**src/rtl/instr_fetch_unit_if.sv**
```systemverilog
// Instruction-memory request bus used by the fetch unit.
//   req   : fetch unit -> memory, request is active
//   addr  : fetch unit -> memory, word address of the instruction (always the current pc)
//   rdata : memory -> fetch unit, instruction word
//   ready : memory -> fetch unit, request accepted and rdata valid in this same cycle
interface instr_fetch_unit_if;
    logic        req;
    logic [31:0] addr;
    logic [31:0] rdata;
    logic        ready;

    modport master (output req, output addr, input rdata, input ready);
    modport slave  (input req, input addr, output rdata, output ready);
endinterface

```
**src/rtl/instr_fetch_unit.sv**
```systemverilog
// Instruction fetch unit: holds the PC, computes the next PC from a 4-way
// select, fetches over a req/ready handshake into the instruction register
// and presents the decoded instruction fields.
//
// Ports:
//   CLK, reset        clock (rising edge) and synchronous active-low reset
//   PCWre             PC update enable from the control unit (honoured only in HOLD)
//   PCSrc             next-PC select: 00 pc+4, 01 branch, 10 JR (rs_data), 11 jump
//   IRWre             IR load enable at the cycle the memory returns data
//   rs_data, imm_ext  JR target and branch offset
//   im                instruction memory bus (master side)
//   pc, pc_plus4      current PC and PC+4
//   instr, instr_valid  IR contents and "IR holds the instruction at pc"
//   op, rs, rt, rd, sa, imm16  field slices of instr
//   halted            HALT_OP has been loaded; fetch frozen until reset
//   align_err         sticky flag: a misaligned JR target was seen
module instr_fetch_unit #(
    parameter logic [31:0] RESET_PC = 32'h0000_0000,
    parameter logic [5:0]  HALT_OP  = 6'b111111
) (
    input  logic                   CLK,
    input  logic                   reset,
    input  logic                   PCWre,
    input  logic [1:0]             PCSrc,
    input  logic                   IRWre,
    input  logic [31:0]            rs_data,
    input  logic [31:0]            imm_ext,
    instr_fetch_unit_if.master     im,
    output logic [31:0]            pc,
    output logic [31:0]            pc_plus4,
    output logic [31:0]            instr,
    output logic                   instr_valid,
    output logic [5:0]             op,
    output logic [4:0]             rs,
    output logic [4:0]             rt,
    output logic [4:0]             rd,
    output logic [4:0]             sa,
    output logic [15:0]            imm16,
    output logic                   halted,
    output logic                   align_err
);

    typedef enum logic {
        FETCH = 1'b0,
        HOLD  = 1'b1
    } state_t;

    state_t      state;
    logic        req_q;
    logic [31:0] next_pc;

    assign pc_plus4 = pc + 32'd4;
    assign im.req   = req_q;
    assign im.addr  = pc;

    assign op    = instr[31:26];
    assign rs    = instr[25:21];
    assign rt    = instr[20:16];
    assign rd    = instr[15:11];
    assign sa    = instr[10:6];
    assign imm16 = instr[15:0];

    always_comb begin
        // NOTE: default assignment first so no path leaves next_pc unassigned (no latch).
        next_pc = pc_plus4;
        case (PCSrc)
            2'b01:   next_pc = pc_plus4 + (imm_ext << 2);
            2'b10:   next_pc = {rs_data[31:2], 2'b00};
            2'b11:   next_pc = {pc_plus4[31:28], instr[25:0], 2'b00};
            default: next_pc = pc_plus4;
        endcase
    end

    // req_q rises one cycle after entering FETCH from reset, so the memory
    // never sees a request in the reset-release cycle.
    always_ff @(posedge CLK) begin
        // NOTE: reset is checked inside the clocked block, so it also overrides
        // PCWre and any im.ready arriving in the same edge.
        if (!reset) begin
            state       <= FETCH;
            req_q       <= 1'b0;
            pc          <= RESET_PC;
            instr       <= 32'h0;
            instr_valid <= 1'b0;
            halted      <= 1'b0;
            align_err   <= 1'b0;
        end else begin
            // NOTE: non-blocking assignments so every register sees pre-edge values.
            case (state)
                FETCH: begin
                    if (req_q && im.ready && IRWre) begin
                        instr       <= im.rdata;
                        instr_valid <= 1'b1;
                        req_q       <= 1'b0;
                        state       <= HOLD;
                        if (im.rdata[31:26] == HALT_OP) begin
                            halted <= 1'b1;
                        end
                    end else begin
                        // Data returned with IRWre=0 is dropped; keep requesting.
                        req_q <= 1'b1;
                    end
                end
                HOLD: begin
                    if (PCWre && !halted) begin
                        pc          <= next_pc;
                        instr_valid <= 1'b0;
                        req_q       <= 1'b1;
                        state       <= FETCH;
                        if (PCSrc == 2'b10 && rs_data[1:0] != 2'b00) begin
                            align_err <= 1'b1;
                        end
                    end
                end
                default: state <= FETCH;
            endcase
        end
    end

endmodule

```
**src/flat_wrapper.sv**
```systemverilog
// flat-port wrapper written by rule: the top's interface ports become plain ports
module instr_fetch_unit_flat 
#(
    parameter logic [31:0] RESET_PC = 32'h0000_0000,
    parameter logic [5:0]  HALT_OP  = 6'b111111
)
  (CLK, reset, PCWre, PCSrc, IRWre, rs_data, imm_ext, pc, pc_plus4, instr, instr_valid, op, rs, rt, rd, sa, imm16, halted, align_err, im_req, im_addr, im_rdata, im_ready);
  instr_fetch_unit_if im_i ();
  input  logic CLK;
  input  logic reset;
  input  logic PCWre;
  input  logic [1:0] PCSrc;
  input  logic IRWre;
  input  logic [31:0] rs_data;
  input  logic [31:0] imm_ext;
  output logic [31:0] pc;
  output logic [31:0] pc_plus4;
  output logic [31:0] instr;
  output logic instr_valid;
  output logic [5:0] op;
  output logic [4:0] rs;
  output logic [4:0] rt;
  output logic [4:0] rd;
  output logic [4:0] sa;
  output logic [15:0] imm16;
  output logic halted;
  output logic align_err;
  output wire logic [$bits(im_i.req)-1:0] im_req;
  output wire logic [$bits(im_i.addr)-1:0] im_addr;
  input wire logic [$bits(im_i.rdata)-1:0] im_rdata;
  input wire logic [$bits(im_i.ready)-1:0] im_ready;
  assign im_req = im_i.req;
  assign im_addr = im_i.addr;
  assign im_i.rdata = im_rdata;
  assign im_i.ready = im_ready;
  instr_fetch_unit #(.RESET_PC(RESET_PC), .HALT_OP(HALT_OP)) u_core (.CLK(CLK), .reset(reset), .PCWre(PCWre), .PCSrc(PCSrc), .IRWre(IRWre), .rs_data(rs_data), .imm_ext(imm_ext), .im(im_i), .pc(pc), .pc_plus4(pc_plus4), .instr(instr), .instr_valid(instr_valid), .op(op), .rs(rs), .rt(rt), .rd(rd), .sa(sa), .imm16(imm16), .halted(halted), .align_err(align_err));
endmodule
```
**config.mk**
```make
export PLATFORM = sky130hd
export DESIGN_NAME = instr_fetch_unit_flat
export DESIGN_NICKNAME = d
export VERILOG_FILES = /design/src/rtl/instr_fetch_unit_if.sv /design/src/rtl/instr_fetch_unit.sv /design/src/flat_wrapper.sv
export SDC_FILE = /design/constraint.sdc
export NUM_CORES = 1
export LEC_CHECK = 0
export BUFFER_PORTS_ARGS = -buffer_cell sky130_fd_sc_hd__buf_2
export CORE_MARGIN = 1.5
export CORE_UTILIZATION = 45
export DETAILED_ROUTE_END_ITERATION = 16
export MAX_ROUTING_LAYER = met4
export PLACE_DENSITY_LB_ADDON = 0.12
export SETUP_SLACK_MARGIN = 0.1
export SLEW_MARGIN = 30
export SYNTH_ARGS = -nofsm -noshare
export SYNTH_HDL_FRONTEND = slang
export SYNTH_SLANG_ARGS = --single-unit
export TNS_END_PERCENT = 20
```
**constraint.sdc**
```tcl
create_clock -name CLK -period 9.66 [get_ports CLK]
set_clock_uncertainty 0.1 [all_clocks]
set_input_delay 1.449 -clock CLK [delete_from_list [all_inputs] [get_ports CLK]]
set_output_delay 1.449 -clock CLK [all_outputs]
set_load 0.005 [all_outputs]
```
Yosys cells after proc, flatten, opt, wreduce, memory -nomap -nowiden

Index checks and enable logic that the tools add are counted.

Bits in registers: 69
Input port bits: 103
Output and inout port bits: 174
Logic and storage cells: 37

Add/subtract/negate cells: 2
Equality and inequality tests: 6
Mux-type cells: 10
Bitwise gates (word level): 1
Reductions and logical operators: 11

Operators by type and width:

| kind                  | number |
|---|---|
| $pmux 32 s3           | 1 |
| $add 32x3->32 const B | 1 |
| $add 32x32->32        | 1 |
| $eq 6x6->1 const B    | 1 |
| $mux 1                | 6 |
| $pmux 1 s2            | 3 |
| $reduce_and 2->1      | 3 |
| $reduce_and 3->1      | 2 |
| $eq 2x2->1 const B    | 2 |
| $logic_and 1x1->1     | 4 |
| $eq 2x1->1 const B    | 1 |
| $ne 2x1->1 const B    | 1 |
| $ne 2x2->1 const B    | 1 |
| $reduce_bool 2->1     | 1 |
| $logic_not 1->1       | 1 |
| $not 1->1             | 1 |

Logic depth before layout (Yosys ltp)

Depth in word-level cells: 4
Mapped depth: 19
Mapped depth without buffers: 17

Worst setup path after synthesis

Ideal clock, no wire load.

Kind: input port to flip-flop
Start: input imm_ext[1]
End: register u_core.pc[27], in the netlist u_core.im.addr[27]
Setup time: 117 ps
Data arrival time: 3718 ps
Required time: 9443 ps
Setup slack: 5725 ps
Cell stages on the path: 10
Path buffers: 0
Cell sequence: ha_1 a21oi_1 nand4b_2 a2111oi_2 nor2_2 o41ai_4 a21oi_2 xnor2_1 mux4_2 a22o_1

Word-level cells in the longest chain between the ends: 2

RTL lines:

| element              | line                    | RTL |
|---|---|---|
| start, declared      | flat_wrapper.sv:15      | `input logic [31:0] imm_ext;` |
| $add 32x32->32       | instr_fetch_unit.sv:67  | `2'b01: next_pc = pc_plus4 + (imm_ext << 2);` |
| $pmux 32 s3          | instr_fetch_unit.sv:66  | `case (PCSrc)` |
| end signal, assigned | instr_fetch_unit.sv:106 | `pc <= next_pc;` |
| end, declared        | instr_fetch_unit.sv:29  | `output logic [31:0] pc,` |

Every way passes these cells.
A chain may end at the register's enable or synchronous reset.

Worst setup path after layout

Start: register u_core.pc[2], in the netlist u_core.im.addr[2]
End: output pc_plus4[26]

Word-level cells in the longest chain between the ends: 1

RTL lines:

| element       | line                   | RTL |
|---|---|---|
| $add 32x3->32 | instr_fetch_unit.sv:52 | `assign pc_plus4 = pc + 32'd4;` |
| end, declared | flat_wrapper.sv:17     | `output logic [31:0] pc_plus4;` |

Every way passes these cells.

==> impl_metrics.csv <==
group,metric,value,unit
synthesis,synth_area_leaders,"dfxtp_1 (22%), buf_4 (9.8%), nand2_1 (8.1%)",
power_and_ir_drop,clkPwrFrac,44.0,%
synthesis,synth_xor_area_share,7.902,%
die,rows,41,
worst_setup_path,worst_r2r_endpoint,"u_core.im.addr[27]",
drt,num_vias,5939,
drt,dr.pass1.iters,5,
clocking,cts.sinks,67,
min_path,worstHoldPathCells,2,
run,max-cap-violations,0,
power_and_ir_drop,power.share.switching,27.85,%
synthesis,synth_edf_count,0,
place,dpl_cell_area,6880,µm²
grt,met2_usage,42.84,%
final_layout,diodes,0,
worst_setup_path,crit_slowest_cell,"nor2_1",
worst_setup_path,rrSetupSlack,4.91,ns
power_and_ir_drop,p_sw,0.2150,mW
clocking,cts_buffers,9,
die,ios,277,
die,die_h,118.2,µm
timing,holdWs,0.3830,ns
min_path,min_from,"u_core.instr[26]",
die,start_util,46.73,%
synthesis,synth_area,5969,µm²
worst_setup_path,cp.arrival,3.30,ns
power_and_ir_drop,p_leak,3.637,nW
worst_setup_path,crit_chain,"ha_1 > nand4_1 > nor2_1 > nand2b_1 > nor2_1 > nand3_1 > xnor2_1 > buf_2",
worst_setup_path,path_common_cell,"nor2_1",
clocking,root_buffer,"clkbuf_16",
worst_setup_path,rr_startpoint,"u_core.im.addr[2]",
synthesis,syn_inst,757,
grt,use_met3,3.427,%
drt,remaining_drc_errors,0,
synthesis,seq_area_frac_synth,22.47,%
power_and_ir_drop,pwr-share-seq,37.9,%
grt,top_usage_layer,"met2",
place,place_congestion,0.9007,
grt,grt_pass1_vias,5727,
min_path,hold_class,"reg2reg",
power_and_ir_drop,power_density,107.4,nW/µm²
synthesis,ys.flop_type,"dfxtp_1",
timing,period_needed,4.850,ns
clocking,htreeDepth,3,
final_layout,drive_gt1_share,33.87,%
worst_setup_path,critical-path-max-stage-delay,0.53,ns
worst_setup_path,startpoint_type,"flop",
final_layout,finish.net_count,1072,
clocking,cts_resized,0,
drt,first_iter_violations,351,
worst_setup_path,crit_type,"reg2out",
timing,rsz0062_at_grt,"false",
synthesis,synth_cell_type_count,67,
timing,timing.fmax,206.2,MHz
final_layout,n_fill_cell,1256,
timing,final-max-slew-violation-count,0,
synthesis,ys_async_sr_fraction,0,%
worst_setup_path,crit_start,"u_core.im.addr[2]",
min_path,worstHoldEndpoint,"u_core.instr[26]",
timing,hold_viol,0,
synthesis,synth.largest_area_cell,"dfxtp_1",
timing,setup_violations,0,
worst_setup_path,end_kind,"output pin",
clocking,clock_latency,0.33,ns
clocking,post-cts-setup-buffers,0,
synthesis,synth-compound-area-share,21.15,%
synthesis,ys_warn_count,0,
synthesis,synthSimpleGateAreaFrac,19.87,%
drt,wl,18770,µm
clocking,cts_hold_buf,0,
final_layout,final_cell_area,7184,µm²
place,port_buffers,268,
worst_setup_path,required,8.11,ns
power_and_ir_drop,combPwrFrac,18.1,%
synthesis,synth_mux_area_share,7.923,%
timing,fin_tns_setup,0,ns
place,dp_hpwl,13920,µm
grt,grtUsageTotal,27.25,%
drt,viasPerCell,5.346,
grt,use_met1,36.77,%
clocking,clockBufferDepth,2,
drt,ant_nets,0,
grt,gr-total-overflow,0,
synthesis,netlist.area_leader.share,22.47,%
grt,grt_pass1_wl,29660,µm
die,core_area,12770,µm²
final_layout,syn2layout_area_growth,20.35,%
timing,worst_slew_pin_slew,0.6871,ns
synthesis,ys_ff_latch,67,
synthesis,synth_top_family_by_area,"compound AO/OA/AOI/OAI gates",
synthesis,synthAdderAreaFrac,7.462,%
worst_setup_path,worst_r2r_path_depth,16,
status,outcome,"finished clean",
drt,wl_per_cell,16.90,µm
clocking,cts_tree,"done",
clocking,path_clk_slew,0.06,ns
timing,max-slew-margin-rel,54.19,%
worst_setup_path,cp_max_fo,8,
power_and_ir_drop,power.internal,0.5569,mW
power_and_ir_drop,peakVddDrop,0.07702,mV
grt,grt_max_degree,64,
grt,antenna_found_initial,0,
timing,fin_crit_sh,50.21,%
die,die_x,118.2,µm
synthesis,syn_area_per_cell,7.886,µm²
power_and_ir_drop,power,0.7719,mW
die,die-area,13970,µm²
-- layout make-up --
type / instances / area (µm²) / share of cell area [%]
timing repair buffer: 275 / 1394 / 19.40
multi-input combinational: 564 / 3866 / 53.81
clock buffer: 10 / 239.0 / 3.326
sequential: 67 / 1341 / 18.67
clock inverter: 6 / 65.06 / 0.9056
inverter: 17 / 63.81 / 0.8882
tap: 172 / 215.2 / 2.995
-- power groups by stage --
stage / registers [mW] / clock network [mW] / logic, mW
2_1_floorplan: 0.297 / 0 / 0.0936
3_3_place_gp: 0.298 / 0 / 0.139
3_5_place_dp: 0.299 / 0 / 0.139
4_1_cts: 0.293 / 0.346 / 0.140
5_1_grt: 0.294 / 0.360 / 0.155
6_report: 0.293 / 0.339 / 0.140
-- logic make-up after synthesis --
kind of cell	after synthesis
flip-flops	67
buffers and inverters	131
adder cells (fa/ha/maj)	35
AO/OA/AOI/OAI	187
other	1
XOR/XNOR	53
AND/OR/NAND/NOR	257
multiplexers	26
-- sequential cells by signal, summed over array words and instances (netlist names) --
register	cells
u_core.halted	1
u_core.instr_valid	1
u_core.state	1
u_core.align_err	1
u_core.im.req	1
u_core.instr	32
u_core.im.addr	30
-- synthesized netlist by cell type (all sizes together), types with 3 or more instances --
library cell,instances
mux4,17
a211oi,3
buf,79
nand3b,3
and3,7
a31oi,5
a21oi,59
o21a,5
or2,3
inv,16
a21o,13
mux2i,9
xnor2,29
nand4,6
nor2b,10
nand3,20
dfxtp,67
nand2b,10
nor3b,4
nand2,129
and2,4
a21boi,44
xor2,24
o21bai,4
or3,4
ha,34
nor3,14
o21ai,26
clkbuf,35
nor2,37
a32oi,3
-- per-stage QoR --
step           setup slack (ns)  instances  util, %
2_1_floorplan             5.725        762        -
3_3_place_gp              5.045       1095    53.86
3_5_place_dp              5.002       1095    53.86
4_1_cts                   4.875       1111    56.24
5_1_grt                   4.602       1111    56.24
6_report                  4.810       1111    56.24
-- cells in the final DEF (no fill, tap or decap), drive strengths merged, types with 7 or more instances in the layout --
cell type / synthesis / layout
a21o: 13 / 13
buf: 79 / 275
nor3: 14 / 14
nor2: 37 / 37
and3: 7 / 7
mux4: 17 / 17
a21oi: 59 / 59
mux2i: 9 / 9
xor2: 24 / 24
xnor2: 29 / 29
inv: 16 / 16
nand2: 129 / 129
a21boi: 44 / 44
o21ai: 26 / 26
nor2b: 10 / 10
nand3: 20 / 20
ha: 34 / 34
clkbuf: 35 / 10
dfxtp: 67 / 67
nand2b: 10 / 10
-- critical path, delay by kind of cell, from the launching register on --
family        cells  cell delay (ns)
flops             1             0.46
xor+xnor          1             0.31
buf+inv           1             0.19
fa+ha+maj         1             0.30
simple gates      5             1.70
-- how the worst max path moves through the flow --
stage | end | slack (ns) | cells after the start
2_1_floorplan | u_core.im.addr[27] | 5.72 | 10
5_1_grt | u_core.im.addr[27] | 4.60 | 16
3_5_place_dp | u_core.im.addr[27] | 5.00 | 16
4_1_cts | pc_plus4[26] | 4.87 | 8
6_report | pc_plus4[26] | 4.81 | 8
3_3_place_gp | u_core.im.addr[27] | 5.05 | 16
-- routing by layer --
layer,wire length (µm),up-vias
met1,8711,2733
li1,-,2935
met3,1176,24
met2,8586,247
met5,0,-
met4,299,0
No activity file was read; power rests on OpenSTA's default activity.
